### src/rtl/array_shift_unit.sv
// Multi-cycle heap-array engine: READ / WRITE / SHIFT_UP (insert) / SHIFT_DOWN (delete), one element moved per clock.
// Optional macro ARRAY_SHIFT_TRUNCATE_EN lets SHIFT_UP on a full array discard the last element instead of erroring.
module array_shift_unit #(
    parameter int MemoryElementWidth = 12,
    parameter int NArea              = 4,
    parameter int NArrays            = 2,
    localparam int AW = (NArrays > 1) ? $clog2(NArrays) : 1,
    localparam int IW = $clog2(NArea + 1)
) (
    input  logic                          clock,
    input  logic                          reset,
    input  logic                          request,
    input  logic [1:0]                    op,
    input  logic [AW-1:0]                 array,
    input  logic [IW-1:0]                 index,
    input  logic [MemoryElementWidth-1:0] data_in,
    output logic                          ready,
    output logic                          done,
    output logic                          error,
    output logic [MemoryElementWidth-1:0] data_out,
    output logic [IW-1:0]                 size_out
);

    localparam int HAW = (NArea * NArrays > 1) ? $clog2(NArea * NArrays) : 1;
    localparam int HD  = 1 << HAW;
    localparam int SD  = 1 << AW;

    localparam logic [IW-1:0] NA  = IW'(NArea);
    localparam logic [IW-1:0] ONE = IW'(1);

    localparam logic [1:0] OP_READ       = 2'd0;
    localparam logic [1:0] OP_WRITE      = 2'd1;
    localparam logic [1:0] OP_SHIFT_UP   = 2'd2;
    localparam logic [1:0] OP_SHIFT_DOWN = 2'd3;

    typedef enum logic [1:0] {IDLE, MOVE, FINISH} state_t;

    state_t state, state_nxt;

    logic [MemoryElementWidth-1:0] heap [HD];
    logic [IW-1:0]                 sizes [SD];

    // Request fields captured at the accept edge; the op runs from these only.
    logic [1:0]                    op_p0;
    logic [AW-1:0]                 arr_p0;
    logic [IW-1:0]                 idx_p0;
    logic [MemoryElementWidth-1:0] din_p0;
    logic [IW-1:0]                 size_p0;
    logic [IW-1:0]                 top_p0;
    logic [IW-1:0]                 k_p0;
    logic                          err_p0;
    logic [IW-1:0]                 cnt;

    logic          accept;
    logic          first_edge;
    logic [IW-1:0] cur_size;
    logic [IW-1:0] req_top;
    logic [IW-1:0] req_k;
    logic          req_err;

    logic                          we;
    logic [HAW-1:0]                waddr;
    logic [MemoryElementWidth-1:0] wdata;
    logic [IW-1:0]                 src;
    logic [IW-1:0]                 dst;

    function automatic logic [HAW-1:0] heap_addr(input logic [AW-1:0] a, input logic [IW-1:0] i);
        return HAW'(int'(a) * NArea + int'(i));
    endfunction

    function automatic logic [IW-1:0] sat_inc(input logic [IW-1:0] s);
        return (s >= NA) ? NA : s + ONE;
    endfunction

    function automatic logic [IW-1:0] sat_dec(input logic [IW-1:0] s);
        return (s == '0) ? '0 : s - ONE;
    endfunction

    assign cur_size = sizes[array];

    // Legality check and move count are decided from the live inputs at the accept edge.
    always_comb begin
        req_err = 1'b0;
        req_top = cur_size;
        req_k   = '0;
        if (int'(array) >= NArrays) begin
            req_err = 1'b1;
        end else begin
            case (op)
                OP_READ:  req_err = (index >= cur_size);
                OP_WRITE: req_err = (index >= NA);
                OP_SHIFT_UP: begin
`ifdef ARRAY_SHIFT_TRUNCATE_EN
                    req_err = (index > cur_size) || (index >= NA);
                    if (cur_size == NA) req_top = NA - ONE;
`else
                    req_err = (index > cur_size) || (cur_size >= NA);
`endif
                    if (!req_err) req_k = req_top - index;
                end
                default: begin
                    req_err = (index >= cur_size);
                    if (!req_err) req_k = cur_size - ONE - index;
                end
            endcase
        end
    end

    always_ff @(posedge clock) begin
        if (reset) state <= IDLE;
        else       state <= state_nxt;
    end

    always_comb begin
        state_nxt = state;
        case (state)
            IDLE:    if (accept) state_nxt = (req_k == '0) ? FINISH : MOVE;
            MOVE:    if (cnt == k_p0) state_nxt = FINISH;
            FINISH:  state_nxt = IDLE;
            default: state_nxt = IDLE;
        endcase
    end

    always_comb begin
        ready      = (state == IDLE);
        accept     = (state == IDLE) && request;
        first_edge = ((state == MOVE) && (cnt == ONE)) || ((state == FINISH) && (k_p0 == '0));
    end

    // Insert walks downward from the top slot, delete walks upward from the hole.
    always_comb begin
        we    = 1'b0;
        waddr = '0;
        wdata = din_p0;
        if (op_p0 == OP_SHIFT_UP) begin
            src = top_p0 - cnt;
            dst = src + ONE;
        end else begin
            src = idx_p0 + cnt;
            dst = src - ONE;
        end
        if (!reset) begin
            case (state)
                MOVE: begin
                    we    = 1'b1;
                    waddr = heap_addr(arr_p0, dst);
                    wdata = heap[heap_addr(arr_p0, src)];
                end
                FINISH: begin
                    if (!err_p0 && (op_p0 == OP_WRITE || op_p0 == OP_SHIFT_UP)) begin
                        we    = 1'b1;
                        waddr = heap_addr(arr_p0, idx_p0);
                    end
                end
                default: ;
            endcase
        end
    end

    always_ff @(posedge clock) begin
        if (accept) begin
            op_p0   <= op;
            arr_p0  <= array;
            idx_p0  <= index;
            din_p0  <= data_in;
            size_p0 <= cur_size;
            top_p0  <= req_top;
            k_p0    <= req_k;
            err_p0  <= req_err;
            cnt     <= ONE;
        end else if (state == MOVE) begin
            cnt <= cnt + ONE;
        end
        if (we) heap[waddr] <= wdata;
    end

    always_ff @(posedge clock) begin
        if (reset) begin
            done     <= 1'b0;
            error    <= 1'b0;
            data_out <= '0;
            size_out <= '0;
            for (int s = 0; s < SD; s++) sizes[s] <= '0;
        end else begin
            done <= 1'b0;
            if (first_edge && (op_p0 == OP_SHIFT_DOWN) && !err_p0)
                data_out <= heap[heap_addr(arr_p0, idx_p0)];
            if (state == FINISH) begin
                done     <= 1'b1;
                error    <= err_p0;
                size_out <= size_p0;
                if (!err_p0) begin
                    case (op_p0)
                        OP_READ: data_out <= heap[heap_addr(arr_p0, idx_p0)];
                        OP_WRITE: begin
                            sizes[arr_p0] <= (idx_p0 >= size_p0) ? idx_p0 + ONE : size_p0;
                            size_out      <= (idx_p0 >= size_p0) ? idx_p0 + ONE : size_p0;
                        end
                        OP_SHIFT_UP: begin
                            sizes[arr_p0] <= sat_inc(size_p0);
                            size_out      <= sat_inc(size_p0);
                        end
                        default: begin
                            sizes[arr_p0] <= sat_dec(size_p0);
                            size_out      <= sat_dec(size_p0);
                        end
                    endcase
                end
            end
        end
    end

endmodule

### config.mk
export PLATFORM = sky130hd
export DESIGN_NAME = array_shift_unit
export DESIGN_NICKNAME = d
export VERILOG_FILES = /design/src/rtl/array_shift_unit.sv
export SDC_FILE = /design/constraint.sdc
export NUM_CORES = 1
export LEC_CHECK = 0
export ABC_AREA = 0
export CAP_MARGIN = 20
export CORE_AREA = 2 2 133 200
export DETAILED_ROUTE_END_ITERATION = 16
export DIE_AREA = 0 0 135 202
export PLACE_DENSITY = 0.5
export RECOVER_POWER = 50
export SYNTH_ARGS = -nofsm -noshare
export SYNTH_HDL_FRONTEND = slang
export SYNTH_SLANG_ARGS = --single-unit
export TNS_END_PERCENT = 1
### constraint.sdc
create_clock -name clock -period 3.5 [get_ports clock]
set_clock_uncertainty 0.1 [all_clocks]
set_input_delay 0.35 -clock clock [delete_from_list [all_inputs] [get_ports clock]]
set_output_delay 0.35 -clock clock [all_outputs]
set_load 0.05 [all_outputs]
==> flow_summary_export.csv, run 1 <==
group,metric,value,unit
outcome,outcome,"finished with violations",
outcome,violations,"capacitance limit, slew limit",
critical_path,crit_arrival,3.24,ns
clock_tree,path_clk_slew,0.06,ns
synth,syn_inst,506,
clock_tree,root_buffer,"clkbuf_16",
critical_path,crit_start,"top_p0[0]",
drt,dr.pass1.iters,4,
drt,vias_per_cell,4.97,
synth,async_flop_share,0,%
critical_path,path_max_fanout,12,
floorplan,rows,72,
synth,synth_edf_count,127,
synth,seq_area_frac_synth,56.2,%
min_path,hold_start,"error",
critical_path,max_stage_delay,0.49,ns
grt,grt_pass1_vias,4989,
clock_tree,cts_setup_buffers,0,
clock_tree,cts_max_path_buffers,2,
floorplan,initial_utilization,29.6,%
critical_path,cp-end-kind,"flop",
layout,syn2layout_area_growth,20.3,%
critical_path,start_kind,"flop",
placed_design,routabilityCongestion,0.794,
pwr,power.density,531,nW/µm²
layout,antennaDiodeCount,0,
synth,synth-main-ff-cell,"edfxtp_1",
clock_tree,htree_levels,4,
timing,hold_violations,0,
drt,totalWireLength,18300,µm
critical_path,cp_data_required_time,3.47,ns
layout,final_nets,622,
synth,syn_avg_cell_area,14.9,µm²
drt,wire_per_inst,20.1,µm
clock_tree,numCtsBuffers,17,
clock_tree,clock_sinks,149,
flow_run,drv_cap,1,
timing,slew_headroom,-14.6,%
floorplan,io_pins,39,
floorplan,core_area,25600,µm²
placed_design,io_buffers,38,
grt,grt_remaining_overflow,0,
placed_design,dp_hpwl,12500,µm
layout,n_fill_cell,2517,
drt,drt_iter0_drc,302,
timing,hold-worst-slack,0.397,ns
floorplan,die_w,135,µm
drt,num_vias,4540,
synth,syn_nets,561,
critical_path,rr_startpoint,"top_p0[0]",
synth,yosys_warnings,0,
synth,syn_area,7560,µm²
grt,grt_pass1_wl,28600,µm
critical_path,critPathKind,"flop to flop",
layout,drive_above_1_share,18.4,%
critical_path,worstPathCellList,"inv_1 > ha_1 > inv_1 > fa_1 > ha_1 > xor2_1 > mux2i_1 > xnor2_1 > a22o_1 > nor2_1 > clkbuf_2",
timing,finalSetupViolations,0,
timing,worst_pin_slew,1.72,ns
critical_path,slowest_stage,"edfxtp_1",
floorplan,die-area,27300,µm²
timing,fmax,306,MHz
clock_tree,cts_tree,"done",
synth,synth-seq-cells,149,
pwr,p_leak,0.00330,µW
pwr,ir_drop,0.000316,V
timing,layout_min_cycle_time,3.27,ns
clock_tree,clkLatencyLatePin,0.43,ns
floorplan,chipHeight,202,µm
grt,grt_use_total,14.2,%
min_path,hold_class,"flop to flop",
timing,post-route-period-util,93.5,%
synth,synth_cell_types,56,
drt,ant_nets,0,
timing,maxSlewViolCount,27,
grt,antenna_found_initial,0,
grt,grt_max_degree,29,
drt,post-route-drc-count,0,
pwr,p_total,4830,µW
timing,rsz0062_at_grt,"false",
worst max-delay path, delay by kind of cell (launching register included):
family	cells	cell delay, ns
AO/OA/AOI/OAI	1	0.26
XOR/XNOR	2	0.28
adder cells (fa/ha/maj)	3	0.85
buffers and inverters	3	0.63
flip-flops	1	0.49
multiplexers	1	0.18
AND/OR/NAND/NOR	1	0.11
cell usage in the layout (no fill, tap or decap), drive strengths merged, types with 3 or more instances in the layout:
| cell | instances |
|---|---|
| fa | 4 |
| nand2b | 9 |
| dlygate4sd3 | 36 |
| mux2i | 36 |
| nand2 | 25 |
| inv | 36 |
| a21o | 3 |
| a31oi | 3 |
| a22oi | 3 |
| clkinv | 5 |
| mux4 | 48 |
| nor2 | 30 |
| edfxtp | 127 |
| nand3b | 3 |
| ha | 30 |
| o21ai | 21 |
| nor2b | 4 |
| buf | 24 |
| nor3 | 6 |
| a211oi | 15 |
| clkbuf | 29 |
| xor2 | 7 |
| xnor2 | 9 |
| nor4 | 3 |
| dfxtp | 22 |
| a21oi | 11 |
path summary, 6_finish.rpt:
path | endpoint | slack, ns | depth (start not counted)
hold / removal | error | 0.40 | 2
hold reg to reg | error | 0.40 | 2
setup reg to reg | heap[3][2] | 0.23 | 11
setup / recovery | heap[3][2] | 0.23 | 11
per-layer routing:
layer	vias to the layer above	part of all wire, %	GRT usage, %
li1	2088	-	-
met1	2327	39	15.3
met2	93	55	26.7
met3	32	2.9	2.58
met4	0	2.7	6.25
met5	-	0	0
power by group:
part / internal, µW / leakage, µW / switching, µW
registers: 2000 / 0.00134 / 40.9
logic: 419 / 0.00166 / 534
clock network: 1100 / 0.000300 / 731
total: 3520 / 0.00330 / 1310
registers in the layout, indices dropped and copies added, names as in the netlist:
register / cells
arr_p0: 1
cnt: 3
data_out: 12
din_p0: 12
done: 1
err_p0: 1
error: 1
heap: 96
idx_p0: 3
k_p0: 3
op_p0: 2
size_out: 3
sizes: 6
state: 2
top_p0: 3
per-stage QoR:
stage,util [%],area (µm²),instances,TNS [ns],worst slack (ns)
finish,35.6,9100,913,0,0.229
global route,35.6,9100,913,0,0.00597
CTS,35.6,9120,913,0,0.121
detailed placement,33.3,8510,881,0,0.130
global placement,33.3,8510,881,0,0.287
floorplan,-,7570,506,-6.46,-0.202
synthesized netlist by cell type (all sizes together), types with 2 or more instances:
cell type,instances,share of area (%)
edfxtp,127,50
inv,34,1.7
buf,14,1.3
xnor2,9,1.0
a21oi,11,0.83
nand3b,3,0.30
mux4,48,15
nand3,2,0.13
and3,2,0.17
o31a,2,0.23
a21o,3,0.30
nor2,30,1.5
a221oi,2,0.23
a31oi,3,0.25
fa,4,1.1
a2bb2oi,2,0.46
dfxtp,22,5.8
nor4,3,0.25
clkbuf,10,0.50
mux2i,36,4.9
a22oi,3,0.30
nand2b,9,0.74
a211oi,15,1.5
nor2b,4,0.33
ha,30,5.0
o21ai,21,1.4
xor2,7,0.81
nor3,6,0.40
nand2,25,1.2
cells by family (layout without fill, tap and decap cells):
kind of cell,Yosys count,after routing,synth area share [%]
buffers and inverters,58,132,3.44
multiplexers,85,85,19.9
AND/OR/NAND/NOR,91,91,5.79
AO/OA/AOI/OAI,73,73,6.78
XOR/XNOR,16,16,1.85
adder cells (fa/ha/maj),34,34,6.02
flip-flops,149,149,56.2
layout make-up:
type | instances | area, µm² | share of cell area (%)
Sequential cell | 149 | 4250 | 46.8
Inverter | 34 | 128 | 1.40
Clock inverter | 7 | 53.8 | 0.591
Clock buffer | 25 | 549 | 6.04
Tap cell | 333 | 417 | 4.58
Multi-Input combinational cell | 299 | 3080 | 33.9
Timing Repair Buffer | 66 | 613 | 6.74
repair_timing:
| action | 4_1_cts | 5_1_grt |
|---|---|---|
| gates resized for setup | 0 | 8 |
| endpoints found under the setup margin | 0 | 52 |
| hold buffers | 0 | 0 |
No activity file was read; power rests on OpenSTA's default activity.
==> run 2: changes to the inputs <==
- CORE_AREA: 2 2 133 200 -> 2 2 101 152
- DIE_AREA: 0 0 135 202 -> 0 0 103 154
- PLACE_DENSITY: 0.5 -> 0.76
==> flow_summary_export.csv, run 2 (synthesized netlist as in run 1, its figures left out) <==
group,metric,value,unit
outcome,outcome,"finished with violations",
outcome,violations,"capacitance limit, slew limit",
grt,grt_remaining_overflow,0,
layout,reg.largest.list,"heap: 96 flops, data_out: 12 flops, din_p0: 12 flops",
layout,finalInstanceArea,8800,µm²
pwr,power.density,531,nW/µm²
pwr,p_total,4680,µW
timing,fmax,305,MHz
grt,grt_max_degree,29,
clock_tree,path_clk_slew,0.06,ns
timing,rsz0062_at_grt,"false",
timing,finalSetupViolations,0,
layout,final_nets,616,
drt,vias_per_cell,6.05,
grt,grt_pass1_vias,4966,
timing,maxSlewViolCount,24,
clock_tree,clkLatencyLatePin,0.42,ns
placed_design,routabilityCongestion,0.837,
layout,largest_reg_flops,96,
drt,totalWireLength,17100,µm
timing,hold_violations,0,
critical_path,crit_arrival,3.26,ns
drt,wire_per_inst,22.2,µm
critical_path,max_stage_delay,0.57,ns
layout,layout_common_cells,"edfxtp_1, mux4_2, dlygate4sd3_1",
grt,grt_pass1_wl,26900,µm
drt,post-route-drc-count,0,
pwr,ir_drop,0.000315,V
floorplan,core_area,14500,µm²
timing,layout_min_cycle_time,3.28,ns
critical_path,cpMostUsedCell,"inv_1",
critical_path,critPathKind,"flop to flop",
critical_path,slowest_stage,"mux4_1",
critical_path,cp_data_required_time,3.49,ns
flow_run,drv_cap,1,
clock_tree,cts_hold_buf,0,
clock_tree,cts_setup_buffers,0,
timing,worst_slack,0.222,ns
drt,dr.pass1.iters,5,
placed_design,io_buffers,38,
drt,num_vias,4658,
floorplan,initial_utilization,52.3,%
layout,syn2layout_area_growth,16.4,%
min_path,hold_class,"flop to flop",
layout,final_common_cell,"edfxtp_1",
critical_path,path_max_fanout,24,
floorplan,rows,54,
clock_tree,clock_sinks,149,
placed_design,post-place-ws,0.211,ns
critical_path,start_kind,"flop",
layout,antennaDiodeCount,0,
drt,ant_nets,0,
clock_tree,root_buffer,"clkbuf_16",
placed_design,dp_hpwl,11200,µm
layout,drive_above_1_share,16.9,%
clock_tree,cts-resized-gates,0,
layout,largest_register,"heap",
floorplan,chipHeight,154,µm
clock_tree,cts_max_path_buffers,2,
floorplan,die-area,15900,µm²
drt,drt_iter0_drc,366,
floorplan,die_w,103,µm
pwr,p_leak,0.00323,µW
clock_tree,htree_levels,4,
timing,post-route-period-util,93.7,%
timing,slew_headroom,-2.78,%
critical_path,cp-end-kind,"flop",
clock_tree,numCtsBuffers,17,
grt,antenna_found_initial,0,
critical_path,worstPathCellList,"inv_1 > ha_1 > inv_1 > fa_1 > inv_1 > mux2i_2 > buf_12 > mux4_1 > mux2i_1 > o21ai_1",
timing,worst_pin_slew,1.54,ns
grt,grt_use_total,23.2,%
floorplan,io_pins,39,
critical_path,path_buf_inv,4,
layout,utilization,60.9,%
critical_path,cpLargestDelayFamily,"multiplexers",
placed_design,placed_area,8270,µm²
clock_tree,cts_tree,"done",
## run 2: cell count changes in the layout (fill, tap and decap cells not counted), sizes merged
cell,change
clkinvlp,+2
buf,-7
bufinv,+1
clkbuf,-3
inv,+1
dlygate4sd3,+1
clkdlybuf4s50,-1
## run 2: area by class of cell
cell class	instances	area, µm²
Clock buffer	21	450
Clock inverter	11	103
Fill cell	1134	5660
Inverter	34	128
Multi-Input combinational cell	299	3080
Sequential cell	149	4250
Tap cell	196	245
Timing Repair Buffer	60	542
## run 2: final timing paths
path | from | endpoint | slack [ns] | depth (start not counted)
setup reg to reg | top_p0[0] | heap[6][11] | 0.22 | 10
setup / recovery | top_p0[0] | heap[6][11] | 0.22 | 10
hold / removal | data_out[7] | data_out[7] | 0.39 | 2
hold reg to reg | data_out[7] | data_out[7] | 0.39 | 2
## run 2: per-stage QoR
step	cells	TNS, ns	hold slack [ns]
3_5_place_dp	738	0	0.394
2_1_floorplan	506	-6.46	0.349
3_3_place_gp	738	0	0.375
5_1_grt	770	0	0.415
4_1_cts	770	0	0.376
6_report	770	0	0.394
## run 2: power by group
part / internal [µW] / total [µW] / switching (µW) / leakage (µW)
Sequential: 2010 / 2050 / 44.2 / 0.00134
Clock: 999 / 1700 / 699 / 0.000266
Combinational: 411 / 928 / 517 / 0.00162
## run 2: routing by layer
| layer | wire length [µm] | GRT usage (%) |
|---|---|---|
| met5 | 0 | 0 |
| met4 | 556 | 9.65 |
| met3 | 883 | 4.91 |
| met2 | 9340 | 40.4 |
| met1 | 6280 | 27.5 |
## run 2: worst reg2reg max path, stage by stage (launching register included)
cell and delay (ns):
edfxtp_1 0.48, inv_1 0.17, ha_1 0.17, inv_1 0.05
fa_1 0.51, inv_1 0.06, mux2i_2 0.23, buf_12 0.23
mux4_1 0.59, mux2i_1 0.15, o21ai_1 0.22
==> run 3: changes to the inputs <==
- CAP_MARGIN: 20 -> not set
- CORE_AREA: 2 2 101 152 -> 2 2 146 105
- DIE_AREA: 0 0 103 154 -> 0 0 148 107
- PLACE_DENSITY: 0.76 -> 0.77
==> flow_summary_export.csv, run 3 (synthesized netlist as in run 1, its figures left out) <==
group,metric,value,unit
flow_run,drv_cap,0,
drt,dr.pass1.iters,5,
layout,largest_reg_flops,96,
critical_path,start_kind,"flop",
layout,final_nets,623,
pwr,power.density,537,nW/µm²
clock_tree,cts_hold_buf,0,
drt,num_vias,4678,
grt,antenna_found_initial,0,
clock_tree,clock_sinks,149,
timing,finalSetupViolations,0,
layout,largest_register,"heap",
drt,drt_iter0_drc,464,
placed_design,post-place-ws,0.157,ns
clock_tree,cts_max_path_buffers,2,
critical_path,cpLargestDelayFamily,"adder cells",
min_path,hold_class,"flop to flop",
grt,grt_use_total,22.4,%
critical_path,max_stage_delay,0.64,ns
floorplan,chipHeight,107,µm
floorplan,die-area,15800,µm²
grt,met1_usage,29.5,%
drt,vias_per_cell,6.03,
critical_path,slowest_stage,"o21ai_0",
placed_design,placed_area,8340,µm²
floorplan,core_area,14400,µm²
pwr,p_leak,0.00328,µW
critical_path,worstPathCellList,"inv_1 > ha_1 > inv_1 > fa_1 > inv_1 > mux2i_2 > buf_4 > mux4_2 > mux2i_1 > o21ai_0",
layout,n_fill_cell,1048,
placed_design,routabilityCongestion,0.878,
timing,fmax,299,MHz
layout,antennaDiodeCount,0,
layout,multi_input_area,3070,µm²
critical_path,cpMostUsedCell,"inv_1",
critical_path,r2r_slack,0.15,ns
timing,slew_headroom,0.914,%
critical_path,critPathKind,"flop to flop",
drt,wire_per_inst,21.5,µm
grt,grt_max_degree,29,
critical_path,cp_data_required_time,3.51,ns
floorplan,io_pins,39,
floorplan,initial_utilization,52.4,%
placed_design,io_buffers,38,
layout,layout_common_cells,"edfxtp_1, mux4_2, dlygate4sd3_1",
timing,rsz0062_at_grt,"false",
critical_path,cp-end-kind,"flop",
clock_tree,path_clk_slew,0.06,ns
timing,worst_slack,0.154,ns
layout,drive_above_1_share,18.1,%
layout,final_common_cell,"edfxtp_1",
pwr,ir_drop,0.000331,V
grt,grt_pass1_wl,26100,µm
critical_path,path_buf_inv,4,
drt,totalWireLength,16700,µm
layout,finalInstanceArea,8870,µm²
timing,layout_min_cycle_time,3.35,ns
drt,ant_nets,0,
clock_tree,cts_tree,"done",
grt,grtUsageMet3,6.30,%
outcome,outcome,"complete, no violations",
clock_tree,numCtsBuffers,17,
critical_path,crit_arrival,3.36,ns
layout,syn2layout_area_growth,17.3,%
grt,grt_remaining_overflow,0,
floorplan,die_w,148,µm
timing,post-route-period-util,95.6,%
layout,reg.largest.list,"heap: 96 flops, data_out: 12 flops, din_p0: 12 flops",
placed_design,dp_hpwl,11300,µm
layout,ff_latch_area,4250,µm²
timing,hold-worst-slack,0.393,ns
floorplan,rows,37,
critical_path,path_max_fanout,8,
clock_tree,htree_levels,4,
grt,use_met2,36.7,%
grt,grt_pass1_vias,4730,
grt,grt_busiest_layer,"met2",
timing,maxSlewViolCount,0,
clock_tree,root_buffer,"clkbuf_16",
timing,worst_pin_slew,1.49,ns
drt,post-route-drc-count,0,
clock_tree,clkLatencyLatePin,0.43,ns
timing,hold_violations,0,
layout,utilization,61.4,%
## run 3: changes by cell type in the layout (fill, tap and decap cells not counted), sizes merged
cell           delta
dlygate4sd3       -1
bufinv            -1
buf               +4
clkdlybuf4s50     +1
clkinv            -2
inv               +6
## run 3: tightest hold or removal path, cell delays in order (launching register included)
cell,delay (ns)
dfxtp_1,0.33
mux2i_1,0.06
nor2_1,0.07
## run 3: cell type report
type / count / share of cell area (%)
tap: 195 / 2.75
timing repair buffer: 67 / 6.71
clock buffer: 18 / 5.08
multi-input combinational: 299 / 34.6
sequential: 149 / 48.0
clock inverter: 14 / 1.47
inverter: 34 / 1.44
## run 3: power breakdown
group | internal [µW] | total [µW] | switching [µW]
registers | 2000 | 2050 | 41.7
logic | 416 | 938 | 522
clock network | 982 | 1780 | 798
total | 3400 | 4760 | 1360
## run 3: repair_timing
item                                    in CTS  in global routing
setup buffers                                0                  0
endpoints found under the setup margin       0                 31
gates resized for setup                      0                  4
## run 3: final timing paths
check	from	end	depth (start not counted)
hold reg to reg	error	error	2
hold / removal	error	error	2
setup / recovery	top_p0[0]	heap[4][9]	10
setup reg to reg	top_p0[0]	heap[4][9]	10
## run 3: per-stage QoR
stage | TNS (ns) | total power [µW] | instances
global route | 0 | 4950 | 776
detailed placement | 0 | 3030 | 744
finish | 0 | 4760 | 776
CTS | 0 | 4800 | 776
global placement | 0 | 2990 | 744
floorplan | -6.46 | 2750 | 506
## run 3: layer usage
metal | share of wire, % | wire, µm
met2 | 49 | 8140
met5 | 0 | 0
met1 | 43 | 7160
met4 | 1.9 | 321
met3 | 6.4 | 1080
